## src/rtl/register_scheduler_pkg.sv

```systemverilog
// Shared cpu definitions: register width, register index type and the
// writeback request bundle used around the register file write port.
package register_scheduler_pkg;

   localparam int XLEN     = 32;
   localparam int REG_AD_W = 5;
   localparam int NUM_REGS = 32;

   typedef logic [REG_AD_W-1:0] reg_ad_t;

   typedef struct packed {
      logic            valid;
      reg_ad_t         ad;
      logic [XLEN-1:0] data;
   } wb_req_t;

endpackage

```

## src/rtl/register_scheduler_rr_arbiter.sv

```systemverilog
// Combinational round-robin arbiter: the search starts at ptr and wraps
// modulo N; the first requester found receives a one-hot grant.
module rr_arbiter #(
   parameter int N     = 2,
   parameter int PTR_W = (N > 1) ? $clog2(N) : 1
) (
   input  logic [N-1:0]     req,
   input  logic [PTR_W-1:0] ptr,
   output logic [N-1:0]     grant,
   output logic [PTR_W-1:0] grant_idx,
   output logic             any_grant
);

   logic [PTR_W-1:0] sel;

   // Walk the requesters from the pointer position and stop at the first hit
   always_comb begin
      grant     = '0;
      grant_idx = '0;
      any_grant = 1'b0;
      sel       = '0;
      for (int off = 0; off < N; off++) begin
         sel = PTR_W'((int'(ptr) + off) % N);
         if (!any_grant && req[sel]) begin
            any_grant  = 1'b1;
            grant[sel] = 1'b1;
            grant_idx  = sel;
         end
      end
   end

endmodule

```

## src/rtl/register_scheduler.sv

```systemverilog
// Register scheduler: busy scoreboard with RAW/WAW issue stall, round-robin
// writeback arbitration and a registered register-file write port.
module register_scheduler #(
   parameter int XLEN   = 32,
   parameter int NUM_WB = 2
) (
   input  logic                   clk,
   input  logic                   rst_n,
   input  logic                   flush_i,
   input  logic                   iss_valid_i,
   input  logic                   iss_rs1_v_i,
   input  logic [4:0]             iss_rs1_ad_i,
   input  logic                   iss_rs2_v_i,
   input  logic [4:0]             iss_rs2_ad_i,
   input  logic                   iss_rd_v_i,
   input  logic [4:0]             iss_rd_i,
   output logic                   iss_ready_o,
   input  logic [NUM_WB-1:0]      wb_valid_i,
   input  logic [NUM_WB*5-1:0]    wb_ad_i,
   input  logic [NUM_WB*XLEN-1:0] wb_data_i,
   output logic [NUM_WB-1:0]      wb_ready_o,
   output logic                   rf_w_valid_o,
   output logic [4:0]             rf_w_ad_o,
   output logic [XLEN-1:0]        rf_w_data_o,
   output logic [31:0]            busy_o,
   output logic                   err_o
);

   import register_scheduler_pkg::*;

   localparam int PTR_W = (NUM_WB > 1) ? $clog2(NUM_WB) : 1;

   logic [NUM_REGS-1:0] busy_q;
   logic [NUM_REGS-1:0] busy_n;
   logic [PTR_W-1:0]    rr_ptr;
   logic [NUM_WB-1:0]   grant;
   logic [PTR_W-1:0]    grant_idx;
   logic                any_grant;
   logic                hazard;
   logic                issue_fire;
   reg_ad_t             gnt_ad;
   logic [XLEN-1:0]     gnt_data;

   rr_arbiter #(
      .N     (NUM_WB),
      .PTR_W (PTR_W)
   ) u_arb (
      .req       (wb_valid_i),
      .ptr       (rr_ptr),
      .grant     (grant),
      .grant_idx (grant_idx),
      .any_grant (any_grant)
   );

   // Hazard check looks only at the registered scoreboard, no bypass
   always_comb begin
      hazard = (iss_rs1_v_i & busy_q[iss_rs1_ad_i])
             | (iss_rs2_v_i & busy_q[iss_rs2_ad_i])
             | (iss_rd_v_i  & busy_q[iss_rd_i]);
      issue_fire = iss_valid_i & ~hazard & ~flush_i;
   end

   // Pick the index and data of the granted writeback unit
   always_comb begin
      gnt_ad   = '0;
      gnt_data = '0;
      for (int i = 0; i < NUM_WB; i++) begin
         if (grant[i]) begin
            gnt_ad   = wb_ad_i[i*REG_AD_W +: REG_AD_W];
            gnt_data = wb_data_i[i*XLEN +: XLEN];
         end
      end
   end

   // Next scoreboard: flush wipes everything, otherwise clear then set so a younger issue wins
   always_comb begin
      busy_n = busy_q;
      if (flush_i) begin
         busy_n = '0;
      end else begin
         if (any_grant && gnt_ad != '0)
            busy_n[gnt_ad] = 1'b0;
         if (issue_fire && iss_rd_v_i && iss_rd_i != '0)
            busy_n[iss_rd_i] = 1'b1;
      end
      busy_n[0] = 1'b0;
   end

   // Scoreboard, round-robin pointer, error flag and register-file write stage
   always_ff @(posedge clk or negedge rst_n) begin
      if (!rst_n) begin
         busy_q       <= '0;
         rr_ptr       <= '0;
         err_o        <= 1'b0;
         rf_w_valid_o <= 1'b0;
         rf_w_ad_o    <= '0;
         rf_w_data_o  <= '0;
      end else begin
         busy_q       <= busy_n;
         rf_w_valid_o <= any_grant && (gnt_ad != '0);
         if (any_grant) begin
            rf_w_ad_o   <= gnt_ad;
            rf_w_data_o <= gnt_data;
            if (int'(grant_idx) == NUM_WB - 1)
               rr_ptr <= '0;
            else
               rr_ptr <= grant_idx + 1'b1;
            if (!flush_i && gnt_ad != '0 && !busy_q[gnt_ad])
               err_o <= 1'b1;
         end
      end
   end

   assign iss_ready_o = issue_fire;
   assign wb_ready_o  = grant;
   assign busy_o      = busy_q;

endmodule
```

## config.mk

```make
export PLATFORM = sky130hd
export DESIGN_NAME = register_scheduler
export DESIGN_NICKNAME = d
export VERILOG_FILES = /design/src/rtl/register_scheduler_pkg.sv /design/src/rtl/register_scheduler_rr_arbiter.sv /design/src/rtl/register_scheduler.sv
export SDC_FILE = /design/constraint.sdc
export NUM_CORES = 1
export LEC_CHECK = 0
export ABC_AREA = 1
export CAP_MARGIN = 20
export CORE_ASPECT_RATIO = 0.7
export CORE_MARGIN = 4
export CORE_UTILIZATION = 45
export DETAILED_ROUTE_END_ITERATION = 8
export DONT_BUFFER_PORTS = 1
export PLACE_DENSITY = 0.62
export REMOVE_ABC_BUFFERS = 1
export SLEW_MARGIN = 20
export SYNTH_ARGS = -nofsm -noshare
export SYNTH_HDL_FRONTEND = slang
export SYNTH_SLANG_ARGS = --single-unit
```

## constraint.sdc

```tcl
create_clock -name clk -period 5.3 [get_ports clk]
set_input_delay 1.06 -clock clk [delete_from_list [all_inputs] [get_ports clk]]
set_output_delay 1.06 -clock clk [all_outputs]
set_load 0.05 [all_outputs]
```

==> Word-level counts from Yosys, hierarchy flattened <==
Cells that the tools add are included.
{ "word_totals": {"inputBits": 98, "wordCells": 82, "regBits": 71, "output_inout_bits": 74} }
{ "op_classes": {"order_cmp": 10, "n_bitwise": 13, "add_sub_neg": 2, "muxes": 35, "n_reduce_logical": 16} }
{ "ops": {"columns": ["op", "n"], "rows": [
  ["32-bit 2-to-1 mux", 6],
  ["32-bit bitwise AND", 1],
  ["32-bit inverter", 1],
  ["32-bit bitwise OR", 1],
  ["5-bit by 6-bit < comparator with 1-bit output (second input constant)", 4],
  ["1-bit binary-select mux with 5-bit select", 4],
  ["1-bit 2-to-1 mux", 17],
  ["1-bit demux with 5-bit select", 2],
  ["5-bit by 1-bit greater-or-equal comparator with 1-bit output (second input constant)", 2],
  ["1-bit logical AND", 10],
  ["5-bit 2-to-1 mux", 2],
  ["5-bit nonzero test", 2],
  ["1-bit bitwise AND", 5],
  ["1-bit by 2-bit < comparator with 1-bit output (second input constant)", 2],
  ["2-bit 2-to-1 mux", 2],
  ["1-bit zero test", 3],
  ["1-bit adder (second input constant)", 2],
  ["1-bit demux with 1-bit select", 2],
  ["1-bit greater-or-equal comparator (second input constant)", 2],
  ["1-bit inverter", 2],
  ["1-bit bitwise OR", 2],
  ["2-bit bitwise OR", 1],
  ["2-bit AND reduction", 1]
]} }

==> Depth between registers and ports, before layout <==
{ "depth": {"ltp_word": 20, "mapped_depth": 18, "ltp_nobuf": 15} }

==> Modules after synthesis <==
From an unflattened synthesis, not the netlist that was laid out.
{ "hier_totals": {"hier_cells": 831, "hier_area_um2": 5316.3} }
{ "by_module_without_submodules": {"columns": ["module", "instances", "cells_per_inst", "area_per_inst_um2", "seq_area_each_um2"], "rows": [
  ["register_scheduler", 1, 817, 5261.3, 1776.7],
  ["rr_arbiter", 1, 14, 55.1, 0.0]
]} }

==> Worst setup path after synthesis <==
OpenSTA, ideal clock, no wires.
{ "synth_path": {"path_type": "input port to output port", "startpoint": "input iss_rs1_ad_i[0]", "endpoint": "output iss_ready_o", "n_path_buf": 3, "arrival_ns": 2.845, "path_slack_ns": 1.395, "cell_stages": 12, "cell_sequence": "buf_4 buf_2 nand2_1 nand3_1 nand3_1 nand2_1 nand2_1 nand3_1 nand3_1 buf_2 nand2_1 nor2_1"} }
{ "synth_between": {"elab_chain_len": 8} }
{ "synth_rtl": {"columns": ["element", "line_no", "text"], "rows": [
  ["from (decl)", "register_scheduler.sv:12", "input logic [4:0] iss_rs1_ad_i,"],
  ["1-bit binary-select mux with 5-bit select", "register_scheduler.sv:57", "hazard = (iss_rs1_v_i & busy_q[iss_rs1_ad_i])"],
  ["1-bit 2-to-1 mux (implied by the code)", "register_scheduler.sv:57", null],
  ["1-bit bitwise AND", "register_scheduler.sv:57", null],
  ["1-bit bitwise OR", "register_scheduler.sv:58", "| (iss_rs2_v_i & busy_q[iss_rs2_ad_i])"],
  ["1-bit bitwise OR", "register_scheduler.sv:59", "| (iss_rd_v_i & busy_q[iss_rd_i]);"],
  ["1-bit inverter", "register_scheduler.sv:60", "issue_fire = iss_valid_i & ~hazard & ~flush_i;"],
  ["1-bit bitwise AND (2 in a row)", "register_scheduler.sv:60", null],
  ["to (decl)", "register_scheduler.sv:17", "output logic iss_ready_o,"]
]} }
No other way between the ends. The select of a mux whose other input is x is not followed.

==> Worst setup path in the final report <==
{ "layout_path": {"startpoint": "register busy_q[5], in the netlist busy_o[5]", "endpoint": "output iss_ready_o"} }
{ "layout_between": {"elab_chain_len": 8} }
{ "layout_rtl": {"columns": ["element", "line_no", "text"], "rows": [
  ["from (decl)", "register_scheduler.sv:33", "logic [NUM_REGS-1:0] busy_q;"],
  ["from (signal assigned)", "register_scheduler.sv:99", "busy_q <= busy_n;"],
  ["1-bit binary-select mux with 5-bit select (on tied branches)", "register_scheduler.sv:57, register_scheduler.sv:58", null],
  ["1-bit 2-to-1 mux (on tied branches)", "register_scheduler.sv:57, register_scheduler.sv:58", null],
  ["1-bit bitwise AND (on tied branches)", "register_scheduler.sv:57, register_scheduler.sv:58", null],
  ["1-bit bitwise OR", "register_scheduler.sv:58", null],
  ["1-bit bitwise OR *", "register_scheduler.sv:59", null],
  ["1-bit inverter *", "register_scheduler.sv:60", null],
  ["1-bit bitwise AND * (2 in a row)", "register_scheduler.sv:60", null]
]} }
Mark *: on every way between the ends. The rest lies on a longest branch, timed or not. The select of a mux whose other input is x is not followed.

==> flow_summary.ini <==
[outcome]
outcome = finished, final reports clean

[placement]
numPortBuffers = 0
postPlaceCellArea_um2 = 5370
dp_hpwl_mm = 15.1
gp_congestion = 0.974
place_ws_ns = 1.84

[critical_path]
critPathMaxFanout = 33
crit_slowest_cell = dfrtp_1
worstPathArrival_ns = 2.59
startpoint_type = flip-flop
path_class = flip-flop to output port
slowest_delay_ns = 0.63
critPathMostFrequentCell = nand3_1
cp_cell_sequence = inv_1 -> nand2_1 -> nand3_1 -> nand3_1 -> nand3_1 -> nand3b_1 -> nand3_1 -> buf_4 -> nand2_1 -> nor2_1 -> buf_4
worst_ep_required_time_ns = 4.24
r2r_cells = 10
cp-end-kind = output port
cp-startpoint = busy_o[5]$_DFF_PN0_

[global_routing]
antenna_found_initial = 0
grt_overflow = 0
grt_pass1_wl_mm = 31.9
grt_pass1_vias = 5430
grtUsageTotal = 0.296
grt_max_degree = 72

[clocking]
hold_buffers = 0
clock-sinks = 71
cts.clk_slew.worst_paths_ns = 0.07
h-tree-depth = 3
cts_buffer_depth = 2
cts_buffers = 9
cts.repair.resized = 0
cts_setup_buffers = 0
tritoncts = built
clk_latency_ns = 0.35
cts_root_buffer = clkbuf_16

[cells_and_area]
fin_nets = 963
syn2layout_area_growth_pct = 5.62
fin_area_um2 = 5690
drive_above_1_share = 0.0598
num_antenna_cells = 0

[die]
num_rows = 33
die_w_um = 139
core_area_um2 = 11700
io_pins = 172
start_util = 0.461
die_y_um = 99.5
die_area_um2 = 13800

[drt]
drc = 0
drtPass1Iterations = 6
final_antenna_net_count = 0
post_drt_wl_per_cell_um = 19.7
routed_via_density = 5.66
wl_mm = 20.2
drt_iter0_markers = 569
vias = 5816

[synth]
syn_area_um2 = 5390
yosysWarnings = 0
ys_top_cells_by_area = dfrtp_1 33%, nand2_1 22%, nor2_1 9.4%
synth_edf_count = 0
synth_top_family_by_area = simple AND/OR/NAND/NOR gates
ys_ff_latch = 71
synthCells = 893
avgSynthCellArea_um2 = 6.03
synth_compound_area_frac = 0.0667
ys_async_sr_fraction = 1.00
synthAdderAreaFrac = 0
synth.mux.area_fraction = 0
synth_common_cells = 322 x nand2_1, 135 x nor2_1, 87 x inv_1
synth_xor_area_frac = 0
yosysMostFrequentCell = nand2_1
ys_types = 32
yosysTopAreaCellShare = 0.330
synth_top_area_cell = dfrtp_1
synthFlopType = dfrtp_1
yosysSeqAreaShare = 0.330
yosys.area_share.simple = 0.482

[sta]
hold_violations = 0
fin_skew_ns = 0.0106
rsz0062_at_grt = false
fin_ws_ns = 1.65
fin_tns_setup_ns = 0
finalCritPeriodShare = 0.688
max_slew_margin = 0.420
min_period_ns = 3.65
finalSetupViolCount = 0
timing.fmax_mhz = 274
drv_slew = 0
tightestPinTransition_ns = 0.865

[pwr]
peakVddDrop_uv = 178
leakage_uw = 0.00273
pwr_density_cell_nw_per_um2 = 313

[min_path]
hold_class = input pin to asynchronous set/reset pin

[run]
cap_viol_max_count = 0
==> state kept, by name, indices dropped and copies added (netlist names), named ones only <==
name,cells
rf_w_data_o,32
err_o,1
busy_o,31
rf_w_valid_o,1
rf_w_ad_o,5
==> final cells by class <==
class	count	area [µm²]
sequential	71	1780
fill	1251	6000
multi-input combinational	676	2970
inverter	103	392
clock buffer	10	229
clock inverter	6	93.8
tap	157	196
timing repair buffer	4	30.0
==> path summary, 6_finish.rpt <==
| path | to | slack [ns] |
|---|---|---|
| worst max-delay path | iss_ready_o | 1.65 |
| worst min-delay path | busy_o[2]$_DFF_PN0_ | 0.41 |
| worst max register to register | busy_o[17]$_DFF_PN0_ | 2.42 |
| worst min register to register | flip-flop | 0.65 |
| max in group asynchronous | busy_o[26]$_DFF_PN0_ | 4.74 |
| min in group clk | flip-flop | 0.65 |
==> power breakdown <==
group | internal (µW) | switching, µW
sequential | 585 | 222
clock | 416 | 251
combinational | 89.4 | 218
==> worst max-delay path: cells and delay by family (launching register included) <==
kind	cells	cell delay, ns
simple gates	8	0.69
flops	1	0.63
buf+inv	3	0.90
==> layer usage <==
metal,global-route usage,part of all wire,wire length (µm),vias up
met1,0.419,0.44,8880,2708
met3,0.102,0.11,2320,40
met4,0.103,0.024,477,0
met2,0.420,0.42,8550,298
li1,-,-,-,2770
met5,0,0,0,-
==> cells in the final DEF (no fill, tap or decap), drive strengths merged, types with 3 or more instances in the layout <==
cell	n
a21oi	28
nand2	325
clkinv	3
o22ai	16
nand3	86
inv	103
clkbuf	10
nor3	22
nor2	143
buf	4
dfrtp	71
nand4	38
o21ai	10
==> cells by family after synthesis <==
logic type             count (synthesis)
AO/OA/AOI/OAI                         59
buffers and inverters                146
flip-flops                            71
other                                  1
AND/OR/NAND/NOR                      616
==> stage by stage <==
stage	power (µW)	hold slack, ns	std cells	util
floorplan	1020	0.527	850	-
global placement	1120	0.591	1011	0.459
detailed placement	1120	0.602	1011	0.459
CTS	1790	0.391	1027	0.487
global route	1870	0.390	1027	0.487
finish	1780	0.407	1027	0.487
Note: power is estimated with default switching activity, not from simulation.
